$ cat src/rtl/ram_bist.sv
// March C- style built-in self-test initiator for the dual-port ram.
// Elements: W_UP (write B ascending), RW_UP (read B / write ~B ascending),
// RW_DN (read ~B / write B descending), R_UP (read B ascending).
// Each read/compare element takes two cycles per address because the ram
// registers its read data. The first mismatch is captured and the run ends.
module ram_bist #(
    parameter int                 A_WIDTH = 5,
    parameter int                 D_WIDTH = 8,
    parameter logic [D_WIDTH-1:0] PATTERN = '0
) (
    input  logic               clk,
    input  logic               rst_n,
    input  logic               start,
    output logic               busy,
    output logic               done,
    output logic               pass,
    output logic [A_WIDTH-1:0] fail_address,
    output logic [D_WIDTH-1:0] fail_expected,
    output logic [D_WIDTH-1:0] fail_actual,
    output logic [A_WIDTH-1:0] address_write,
    output logic [D_WIDTH-1:0] data_write,
    output logic               write_enable,
    output logic [A_WIDTH-1:0] address_read,
    input  logic [D_WIDTH-1:0] data_read
);

    typedef enum logic [2:0] {IDLE, W_UP, RW_UP, RW_DN, R_UP, FIN} state_t;

    localparam logic [A_WIDTH-1:0] A_MAX = '1;
    localparam logic [D_WIDTH-1:0] PAT_B = PATTERN;
    localparam logic [D_WIDTH-1:0] PAT_NB = ~PATTERN;

    state_t             state_q, state_d;
    logic [A_WIDTH-1:0] addr_q, addr_d;
    logic               phase_q, phase_d;
    logic               pass_q, pass_d;
    logic [A_WIDTH-1:0] fail_addr_q, fail_addr_d;
    logic [D_WIDTH-1:0] fail_exp_q, fail_exp_d;
    logic [D_WIDTH-1:0] fail_act_q, fail_act_d;
    logic [A_WIDTH-1:0] rd_hold_q;
    logic               rd_state;
    logic               mism;
    logic [D_WIDTH-1:0] expected;

    // State, address counter, result and held read address registers.
    always_ff @(posedge clk or negedge rst_n) begin
        if (!rst_n) begin
            state_q     <= IDLE;
            addr_q      <= '0;
            phase_q     <= 1'b0;
            pass_q      <= 1'b0;
            fail_addr_q <= '0;
            fail_exp_q  <= '0;
            fail_act_q  <= '0;
            rd_hold_q   <= '0;
        end else begin
            state_q     <= state_d;
            addr_q      <= addr_d;
            phase_q     <= phase_d;
            pass_q      <= pass_d;
            fail_addr_q <= fail_addr_d;
            fail_exp_q  <= fail_exp_d;
            fail_act_q  <= fail_act_d;
            rd_hold_q   <= address_read;
        end
    end

    // Next-state sequencing plus ram-side and status outputs.
    always_comb begin
        state_d     = state_q;
        addr_d      = addr_q;
        phase_d     = phase_q;
        pass_d      = pass_q;
        fail_addr_d = fail_addr_q;
        fail_exp_d  = fail_exp_q;
        fail_act_d  = fail_act_q;

        rd_state = (state_q == RW_UP) || (state_q == RW_DN) || (state_q == R_UP);
        expected = (state_q == RW_DN) ? PAT_NB : PAT_B;
        // Compare only on the second cycle of an address, when read data is valid.
        mism     = rd_state && phase_q && (data_read != expected);

        busy          = (state_q == W_UP) || rd_state;
        done          = (state_q == FIN);
        pass          = pass_q;
        fail_address  = fail_addr_q;
        fail_expected = fail_exp_q;
        fail_actual   = fail_act_q;
        address_write = addr_q;
        // Present a new read address only in phase 0; otherwise hold the last one.
        address_read  = (rd_state && !phase_q) ? addr_q : rd_hold_q;
        write_enable  = 1'b0;
        data_write    = '0;

        unique case (state_q)
            IDLE, FIN: begin
                if (start) begin
                    state_d     = W_UP;
                    addr_d      = '0;
                    phase_d     = 1'b0;
                    pass_d      = 1'b0;
                    fail_addr_d = '0;
                    fail_exp_d  = '0;
                    fail_act_d  = '0;
                end
            end
            W_UP: begin
                write_enable = 1'b1;
                data_write   = PAT_B;
                if (addr_q == A_MAX) begin
                    state_d = RW_UP;
                    addr_d  = '0;
                end else begin
                    addr_d = addr_q + 1'b1;
                end
            end
            default: begin
                if (state_q == RW_UP) data_write = PAT_NB;
                if (state_q == RW_DN) data_write = PAT_B;
                if (!phase_q) begin
                    phase_d = 1'b1;
                end else if (mism) begin
                    // First mismatch: record it and abandon the write of this cycle.
                    state_d     = FIN;
                    phase_d     = 1'b0;
                    pass_d      = 1'b0;
                    fail_addr_d = addr_q;
                    fail_exp_d  = expected;
                    fail_act_d  = data_read;
                end else begin
                    write_enable = (state_q != R_UP);
                    phase_d      = 1'b0;
                    if (state_q == RW_DN) begin
                        if (addr_q == '0) begin
                            state_d = R_UP;
                        end else begin
                            addr_d = addr_q - 1'b1;
                        end
                    end else if (addr_q == A_MAX) begin
                        if (state_q == RW_UP) begin
                            state_d = RW_DN;
                            addr_d  = A_MAX;
                        end else begin
                            state_d = FIN;
                            addr_d  = '0;
                            pass_d  = 1'b1;
                        end
                    end else begin
                        addr_d = addr_q + 1'b1;
                    end
                end
            end
        endcase
    end

endmodule

$ cat config.mk
export PLATFORM = sky130hd
export DESIGN_NAME = ram_bist
export DESIGN_NICKNAME = d
export VERILOG_FILES = /design/src/rtl/ram_bist.sv
export SDC_FILE = /design/constraint.sdc
export NUM_CORES = 1
export LEC_CHECK = 0
export BUFFER_PORTS_ARGS = -buffer_cell sky130_fd_sc_hd__buf_2
export CAP_MARGIN = 20
export CORE_ASPECT_RATIO = 0.5
export CORE_UTILIZATION = 56
export DETAILED_ROUTE_END_ITERATION = 10
export PLACE_DENSITY = 0.86
export SLEW_MARGIN = 10
export SYNTH_ARGS = -nofsm -noshare
export SYNTH_HDL_FRONTEND = slang
export SYNTH_SLANG_ARGS = --single-unit
$ cat constraint.sdc
create_clock -name clk -period 6.5 [get_ports clk]
set_clock_uncertainty 0.1 [all_clocks]
set_input_delay 0.975 -clock clk [delete_from_list [all_inputs] [get_ports clk]]
set_output_delay 0.975 -clock clk [all_outputs]
set_load 0.1 [all_outputs]
# [Word level (Yosys, flattened, before mapping)]
# Index checks and enable logic that the tools add are counted.
[word_totals] input_bits=11 elab_cells=92 output_inout_bits=43 ff_bits=36
[classes] bitwise=1 reduce_logical=21 addsub=2 mux=45 eq_ne=15
[op_table] operator="$mux 8" n=9
[op_table] operator="$mux 5" n=11
[op_table] operator="$pmux 8 s2" n=2
[op_table] operator="$mux 3" n=8
[op_table] operator="$pmux 5 s2" n=2
[op_table] operator="$mux 1" n=9
[op_table] operator="$ne 8x8->1" n=1
[op_table] operator="$reduce_and 4->1" n=2
[op_table] operator="$eq 3x2->1 const B" n=2
[op_table] operator="$eq 3x3->1 const B" n=2
[op_table] operator="$ne 3x2->1 const B" n=2
[op_table] operator="$pmux 1 s2" n=3
[op_table] operator="$pmux 3 s2" n=1
[op_table] operator="$reduce_and 6->1" n=1
[op_table] operator="$reduce_bool 3->1" n=2
[op_table] operator="$add 5x1->5 const B" n=1
[op_table] operator="$eq 5x5->1 const B" n=1
[op_table] operator="$logic_not 5->1" n=1
[op_table] operator="$ne 5x3->1 const B" n=1
[op_table] operator="$reduce_and 5->1" n=1
[op_table] operator="$sub 5x1->5 const B" n=1
[op_table] operator="$ne 4x3->1 const B" n=1
[op_table] operator="$reduce_bool 2->1" n=2
[op_table] operator="$reduce_bool 4->1" n=1
[op_table] operator="13 further kinds" n=17

# [Logic depth before layout (Yosys ltp)]
[logic_depth] depth_word=8 ltp_mapped=9 ltp_nobuf=8

# [Worst setup path before layout]
# OpenSTA, ideal clock, no wires.
[synth_timing] path_kind="input port to output port" start="in data_read[4]" end="out write_enable" path_buffers=2 path_stages=6 arrival_ps=3564 setup_slack_ps=1861 t_required_ps=5425 cell_sequence="or4_4 > nor2_4 > a211oi_2 > buf_6 > buf_2 > o22ai_1"
[synth_between] elab_chain_len=5
[synth_lines] item="start, declared" line_no="24" rtl="input logic [D_WIDTH-1:0] data_read"
[synth_lines] item="$ne 8x8->1" line_no="81" rtl="mism = rd_state && phase_q && (data_read != expected);"
[synth_lines] item="$logic_and 1x1->1" line_no="81"
[synth_lines] item="$mux 1" line_no="122" rtl="end else if (mism) begin"
[synth_lines] item="$mux 1" line_no="120" rtl="if (!phase_q) begin"
[synth_lines] item="$pmux 1 s2" line_no="95" rtl="unique case (state_q)"
[synth_lines] item="end, declared" line_no="22" rtl="output logic write_enable,"
# No other way between the ends.

# [Worst setup path after layout]
# Same ends and word-level chain as after synthesis.

==> flow_summary.json <==
{
  "clk_path_buf_depth": 2,
  "io_pins": 54,
  "initial_core_util_pct": 61.7,
  "dp_cells": 275,
  "cts_hold_buf": 0,
  "whs_path_depth": 1,
  "synth_area_leaders": "dfrtp_1 38%, a22o_1 5.9%, buf_4 5.4%",
  "highest_layer": "met4",
  "grt_pass1_vias": 1562,
  "syn_nets": 225,
  "nets": 257,
  "reg2reg_from": "state_q[0]",
  "max_freq_mhz": 276,
  "holdWs_ns": 0.392,
  "syn_to_final_growth_pct": 13.7,
  "synth_area_um2": 1930,
  "period_needed_ns": 3.62,
  "die_h_um": 43.6,
  "synthFlopType": "dfrtp_1",
  "cts_inserted_buffers": 5,
  "wirelength_um": 4720,
  "cts_resized": 0,
  "clkLatencyLatePin_ns": 0.30,
  "rsz0062_at_grt": "false",
  "grt_antenna_before_repair": 0,
  "drive_gt1_share_pct": 32.9,
  "dr_wl_met3_um": 470,
  "yosysWarnings": 0,
  "setup_viol": 0,
  "fp-row-count": 14,
  "finalCritPeriodShare_pct": 55.7,
  "cts_tree": "built",
  "worstRegToRegCells": 6,
  "status": "completed",
  "worst-path-max-fanout": 4,
  "ys_ff_latch": 29,
  "required_ns": 5.42,
  "start_kind": "primary input",
  "final_max_slew_viol_count": 0,
  "antennaDiodeCount": 0,
  "viasPerCell": 6.19,
  "holdPathEnd": "rd_hold_q[1]",
  "ys_seq_area_share_pct": 37.5,
  "async_flop_share_pct": 100,
  "final_common_cell": "buf_2",
  "worstHoldStart": "rd_hold_q[1]",
  "hpwlAfterDp_um": 3160,
  "critPathKind": "in2out",
  "arrival_ns": 2.54,
  "drc": 0,
  "mostFrequentLayoutCells": "53 x buf_2, 29 x dfrtp_1, 17 x o21ai_0",
  "tns_ns": 0,
  "hp-class": "reg2reg",
  "die_x_um": 85.1,
  "grt_pass1_wl_um": 7720,
  "drv_cap": 0,
  "end_kind": "output pin",
  "post-route-util_pct": 70.2,
  "fin_cells": 283,
  "design.core.area_um2": 3140,
  "synth_cell_types": 52,
  "gr-total-overflow": 0,
  "dr.first_iter.drc_count": 232,
  "grt_max_degree": 32,
  "cts.sinks": 29,
  "wl_per_cell_um": 16.7,
  "postRouteAntennaNets": 0,
  "drt_first_pass_iters": 5,
  "timing.rr.end": "fail_actual[1]",
  "synth.top_cell.area_share_pct": 37.5,
  "slew_headroom_pct": 43.2,
  "synth_edf_count": 0,
  "cts_setup_buffers": 0,
  "hold_viol": 0,
  "place_congestion": 0.894,
  "die-area_um2": 3710,
  "port_buffers": 53,
  "syn_area_per_cell_um2": 9.21,
  "postSynthCellCount": 210,
  "drt-met1-wl_um": 2140,
  "dr_total_vias": 1751,
  "root_buffer": "clkbuf_8",
  "track_usage_pct": 28.0,
  "met2_length_um": 2070,
  "worstMarginPinSlew_ns": 0.851,
  "cts.reportedPaths.clkPinSlew_ns": 0.06,
  "worstSetupStartpoint": "data_read[4]",
  "h-tree-depth": 2,
  "yosys.area.top_type": "dfrtp_1",
  "r2r_setup_slack_ns": 3.79
}
==> how the worst max path moves through the flow <==
| stage | endpoint |
|---|---|
| 2_1_floorplan | write_enable |
| 3_3_place_gp | write_enable |
| 3_5_place_dp | write_enable |
| 4_1_cts | write_enable |
| 5_1_grt | address_read[3] |
| 6_report | write_enable |
==> per-layer routing <==
metal	GRT usage [%]	vias to the layer above
li1	-	810
met1	40.2	825
met2	41.8	110
met3	8.57	6
met4	7.12	0
met5	0	-
==> registers in the layout, summed over array words and instances (netlist names) <==
name	count
fail_address	5
phase_q	1
fail_actual	8
rd_hold_q	5
fail_expected	1
pass	1
address_write	5
state_q	3
==> stage by stage <==
stage / setup WS (ns) / instance area (um2)
finish: 2.88 / 2200
global placement: 2.89 / 2080
CTS: 2.90 / 2200
floorplan: 1.86 / 1930
detailed placement: 2.90 / 2080
global route: 2.79 / 2200
==> final cells by class <==
| cell class | count | area [um2] |
|---|---|---|
| Multi-Input combinational cell | 146 | 1010 |
| Fill cell | 247 | 936 |
| Sequential cell | 29 | 726 |
| Timing Repair Buffer | 54 | 273 |
| Clock buffer | 6 | 82.6 |
| Tap cell | 40 | 50.0 |
| Clock inverter | 2 | 37.5 |
| Inverter | 6 | 22.5 |
==> Yosys cell counts, types with 5 or more instances <==
master,instances
a21oi_1,9
a22o_1,13
buf_2,7
buf_4,14
clkbuf_1,5
dfrtp_1,29
inv_1,6
mux2_2,8
nand2_1,8
nor2_1,16
nor2b_1,6
nor3_1,10
o21ai_0,17
==> critical path, stage by stage <==
cell      delay [ns]
buf_2           0.11
or4_4           0.54
nor2_4          0.17
a211oi_2        0.10
o22ai_1         0.18
buf_2           0.47
==> kinds of logic after synthesis <==
logic type	after synthesis	share of synthesized area [%]
adder cells (fa/ha/maj)	5	3.10
AND/OR/NAND/NOR	63	17.8
multiplexers	11	6.21
flip-flops	29	37.5
AO/OA/AOI/OAI	63	23.2
XOR/XNOR	4	1.81
buffers and inverters	35	10.3
Power is left out: the tool's default activity adds up to more than one toggle a clock period on the data nets, which glitch-free logic cannot reach.
